==> config.mk <==
export PLATFORM = sky130hd
export DESIGN_NAME = cdb_arbiter16
export DESIGN_NICKNAME = d
export VERILOG_FILES = /design/src/rtl/cdb_arbiter16.sv
export SDC_FILE = /design/constraint.sdc
export NUM_CORES = 1
export LEC_CHECK = 0
export ABC_AREA = 1
export CELL_PAD_IN_SITES_DETAIL_PLACEMENT = 0
export CELL_PAD_IN_SITES_GLOBAL_PLACEMENT = 1
export CORE_UTILIZATION = 42
export CTS_BUF_LIST = sky130_fd_sc_hd__clkbuf_4 sky130_fd_sc_hd__clkbuf_8 sky130_fd_sc_hd__clkbuf_16
export DETAILED_ROUTE_END_ITERATION = 12
export PLACE_DENSITY = 0.87
export SLEW_MARGIN = 20
export SYNTH_ARGS = -nofsm -noshare
export SYNTH_HDL_FRONTEND = slang
export SYNTH_SLANG_ARGS = --single-unit
==> constraint.sdc <==
create_clock -name clk -period 5.3 [get_ports clk]
set_input_delay 0.795 -clock clk [delete_from_list [all_inputs] [get_ports clk]]
set_output_delay 0.795 -clock clk [all_outputs]
set_load 0.1 [all_outputs]
==> src/rtl/cdb_arbiter16.sv <==
// Round-robin arbiter for the 16-source common data bus.
// Registered one-hot grant with a hold timeout and zero-bubble handover.
//
// state | meaning
// IDLE  | no owner; grant outputs zero, waiting for any request
// OWN   | grant_idx owns the bus; hcnt counts cycles held so far
module cdb_arbiter16 #(
  parameter int MAX_HOLD = 8,
  parameter int HCW      = 8
) (
  input  logic        clk,
  input  logic        reset_n,
  input  logic [15:0] req,
  output logic [15:0] grant,
  output logic        grant_valid,
  output logic [3:0]  grant_idx,
  output logic        timeout,
  output logic        any_req
);

  typedef enum logic {IDLE, OWN} state_t;

  localparam logic [HCW-1:0] HOLD_LAST = HCW'(MAX_HOLD - 1);

  state_t         state, state_n;
  logic [15:0]    grant_n;
  logic           valid_n;
  logic [3:0]     idx_n;
  logic           timeout_n;
  logic [3:0]     ptr, ptr_n;
  logic [HCW-1:0] hcnt, hcnt_n;
  logic [15:0]    others;
  logic [3:0]     idle_sel, hand_sel, next_ptr;

  // Lowest circular index >= p whose mask bit is set.
  function automatic logic [3:0] pick(input logic [15:0] mask, input logic [3:0] p);
    logic [3:0] idx;
    logic       found;
    pick  = p;
    found = 1'b0;
    for (int i = 0; i < 16; i++) begin
      idx = p + 4'(i);
      if (!found && mask[idx]) begin
        pick  = idx;
        found = 1'b1;
      end
    end
  endfunction

  assign any_req  = |req;
  assign next_ptr = grant_idx + 4'd1;
  assign others   = req & ~(16'd1 << grant_idx);
  assign idle_sel = pick(req, ptr);
  assign hand_sel = pick(others, next_ptr);

  always_ff @(posedge clk or negedge reset_n) begin
    if (!reset_n) begin
      state       <= IDLE;
      grant       <= '0;
      grant_valid <= 1'b0;
      grant_idx   <= '0;
      timeout     <= 1'b0;
      ptr         <= '0;
      hcnt        <= '0;
    end else begin
      state       <= state_n;
      grant       <= grant_n;
      grant_valid <= valid_n;
      grant_idx   <= idx_n;
      timeout     <= timeout_n;
      ptr         <= ptr_n;
      hcnt        <= hcnt_n;
    end
  end

  always_comb begin
    state_n   = state;
    grant_n   = grant;
    valid_n   = grant_valid;
    idx_n     = grant_idx;
    timeout_n = 1'b0;
    ptr_n     = ptr;
    hcnt_n    = hcnt;
    case (state)
      IDLE: begin
        grant_n = '0;
        valid_n = 1'b0;
        idx_n   = '0;
        hcnt_n  = '0;
        if (|req) begin
          grant_n = 16'd1 << idle_sel;
          valid_n = 1'b1;
          idx_n   = idle_sel;
          state_n = OWN;
        end
      end
      OWN: begin
        if (req[grant_idx] && (hcnt < HOLD_LAST)) begin
          hcnt_n = hcnt + HCW'(1);
        end else begin
          // Still requesting here means the hold limit forced the release.
          timeout_n = req[grant_idx];
          ptr_n     = next_ptr;
          hcnt_n    = '0;
          if (|others) begin
            grant_n = 16'd1 << hand_sel;
            valid_n = 1'b1;
            idx_n   = hand_sel;
          end else begin
            grant_n = '0;
            valid_n = 1'b0;
            idx_n   = '0;
            state_n = IDLE;
          end
        end
      end
      default: state_n = IDLE;
    endcase
  end

endmodule
==> impl_metrics.yaml <==
yosys:
  netlist_instances: 1056
  ys.flop_type: "dfrtp_1"
  synth_seq_cells: 35
  yosysSeqAreaShare_pct: 14.6
  yosysWarnings: 0
  yosysTopAreaCell: "nand2_1"
  yosys.cell_types.count: 51
  ys_async_sr_fraction_pct: 100
  synth_top_area_share_pct: 19.6
  synth_area_leaders: "nand2_1, nand3_1, dfrtp_1"
  synth_area_per_cell_um2: 5.67
  synth_edf_count: 0
  netlist_area_mm2: 0.00599
sta:
  setup_viol: 0
  slew_violations: 0
  rsz0062_at_grt: "false"
  timing.fmax_ghz: 0.204
  period_minus_slack_ns: 4.89
  skew_ns: 0.00612
  final-hold-violation-count: 0
  worstMarginPinSlew_ns: 0.986
  hold_slack_ns: 0.459
  relSlewSlack_pct: 34.1
  fin_crit_sh_pct: 92.3
  setup_tns_ns: 0
die:
  io_pins: 41
  fp-row-count: 43
  start_util_pct: 43.1
  dieArea_mm2: 0.0147
  core_mm2: 0.0139
  chipWidth_um: 121
  fp.dieH_um: 121
clocking:
  cts_buffer_depth: 2
  cts_hold_buf: 0
  numClockSinks: 35
  clock-root-buffer: "clkbuf_16"
  cts.clk_slew.worst_paths_ns: 0.06
  postCtsResizedCells: 0
  postCtsSetupRepairBufs: 0
  cts-buffers-inserted: 5
  h-tree-depth: 2
  clock_latency_ns: 0.28
  cts_tree: "yes"
detailed_routing:
  viasPerCell: 5.45
  wirelength_mm: 19.3
  wl_per_cell_um: 15.2
  detail-route-antenna-nets: 0
  drt_iter0_markers: 525
  vias: 6932
  first_pass_iters: 6
  route.detailed.drc: 0
worst_setup_path:
  timing.rr.start: "grant_idx[2]"
  crit_type: "flop to flop"
  r2r_cells: 27
  worstPathMaxFanout: 12
  crit_end: "grant[10]"
  worstSetupStartpointType: "flop"
  r2r_slack_ns: 0.41
  r2r_end: "grant[10]"
  crit_start: "grant_idx[2]"
  endpoint_kind: "flop"
  cp.arrival_ns: 5.09
  crit_required_ns: 5.50
min_path:
  min_path_type: "flop to flop"
final_layout:
  area_delta_synth_final_pct: 12.8
  n_fill_cell: 1485
  drive_gt1_share_pct: 11.3
  diodes: 0
  final_area_mm2: 0.00675
  final_core_utilization_pct: 48.7
  layout.nets: 1130
global_routing:
  grt_pass1_wl_mm: 31.7
  grt_usage_pct: 27.2
  antenna_found_initial: 0
  grt_pass1_vias: 6425
  grt.overflow.total: 0
  grt_max_degree: 50
flow_run:
  cap_viol_max_count: 0
placement:
  gp_congestion: 0.950
  hpwlAfterDp_mm: 15.1
  place_area_mm2: 0.00656
  portBuffers: 40
status:
  status: "finished, final reports clean"
==> metal layers <==
metal / vias to the layer above / GRT usage [%] / routed length (µm) / part of all wire (%)
met5: - / 0 / 0 / 0
met4: 0 / 9.41 / 497 / 2.6
met3: 48 / 2.21 / 949 / 4.9
met2: 212 / 46.4 / 8960 / 46
met1: 3132 / 35.6 / 8870 / 46
li1: 3540 / - / - / -
==> sequential cells by signal, summed over array words and instances, names as in the netlist <==
register and count:
timeout 1, hcnt 8, grant_valid 1, grant_idx 4, grant 16, state 1, ptr 4
==> cells in the mapped netlist, types with 9 or more instances <==
| cell | count |
|---|---|
| buf_2 | 15 |
| inv_1 | 110 |
| nand2_2 | 23 |
| dfrtp_1 | 35 |
| ha_1 | 21 |
| inv_2 | 23 |
| nor2_2 | 9 |
| o21ai_0 | 38 |
| nor2_1 | 89 |
| nand2_1 | 312 |
| nand4_1 | 21 |
| nand3_1 | 195 |
| o211ai_1 | 22 |
| a21oi_1 | 34 |
| o21ai_1 | 9 |
==> worst max-delay path, cell delays in order (launching register included) <==
cell	delay (ns)
dfrtp_2	0.50
clkinv_2	0.20
ha_1	0.36
inv_2	0.21
ha_1	0.35
a21oi_1	0.11
xnor2_2	0.23
inv_2	0.10
nand3_1	0.10
nand2_1	0.18
nand4_4	0.16
nor2_4	0.16
nand4_2	0.14
nor2_2	0.22
nand2_1	0.21
o21ai_0	0.37
inv_1	0.07
nand2_1	0.07
nand2_1	0.06
nand3_1	0.08
nand3_1	0.08
nand2_1	0.07
nand2_1	0.06
nand2_1	0.28
nand3_1	0.13
nand2_1	0.10
inv_2	0.04
a21oi_1	0.15
==> kinds of logic after synthesis <==
kind of cell	count (synthesis)	share of synthesized area [%]
adders and majority gates	21	4.39
buffers and inverters	168	11.8
and+or+nand+nor	689	53.4
other	1	0.0626
AOI/OAI and AO/OA	127	12.5
xor gates and xnor gates	15	3.26
DFF	35	14.6
==> worst min-delay path by stage <==
stage | slack, ns | endpoint | cells past startpoint | start
floorplan | 0.43 | hcnt[0] | 1 | hcnt[0]
global placement | 0.45 | hcnt[0] | 1 | hcnt[0]
detailed placement | 0.45 | hcnt[0] | 1 | hcnt[0]
CTS | 0.46 | hcnt[0] | 1 | hcnt[0]
global route | 0.50 | hcnt[0] | 1 | hcnt[0]
finish | 0.46 | hcnt[0] | 1 | hcnt[0]
==> stage by stage <==
stage / worst slack, ns / std cells
3_3_place_gp: 0.579 / 1264
3_5_place_dp: 0.447 / 1264
2_1_floorplan: 0.120 / 1059
4_1_cts: 0.419 / 1272
6_report: 0.407 / 1272
5_1_grt: 0.0769 / 1272
==> area by class of cell <==
class,count,area [µm²],share of cell area [%]
multi-input combinational,856,4420,65.5
sequential,35,877,13.0
timing repair buffer,56,520,7.71
inverter,137,518,7.67
tap,180,225,3.33
clock buffer,6,133,1.96
clock inverter,2,60.1,0.889
==> cells in the final DEF, fill, tap and decap left out, types with 3 or more instances in the layout <==
cell type | Yosys | routed
xnor2_2 | 4 | 4
or2_2 | 3 | 3
ha_1 | 21 | 21
o21a_1 | 3 | 3
nand2_2 | 23 | 23
nand3_2 | 7 | 7
nor2_4 | 3 | 3
nand4_1 | 21 | 21
a21oi_1 | 34 | 34
a31oi_1 | 8 | 8
clkdlybuf4s50_1 | 0 | 40
xor2_1 | 8 | 8
nor2_1 | 89 | 88
o211ai_1 | 22 | 22
nand2_1 | 312 | 312
nor2_2 | 9 | 10
nor4_1 | 6 | 6
o21ai_2 | 3 | 3
buf_4 | 5 | 16
nand2_4 | 5 | 5
inv_1 | 110 | 110
inv_2 | 23 | 23
clkbuf_16 | 0 | 5
clkinv_2 | 3 | 3
o21ai_0 | 38 | 38
o21ai_1 | 9 | 9
nor3_1 | 3 | 3
nand3_1 | 195 | 195
conb_1 | 1 | 4
dfrtp_1 | 35 | 34
Power is not shown: default switching activity piles up to over one toggle a cycle in this logic, so the estimate is an artifact.
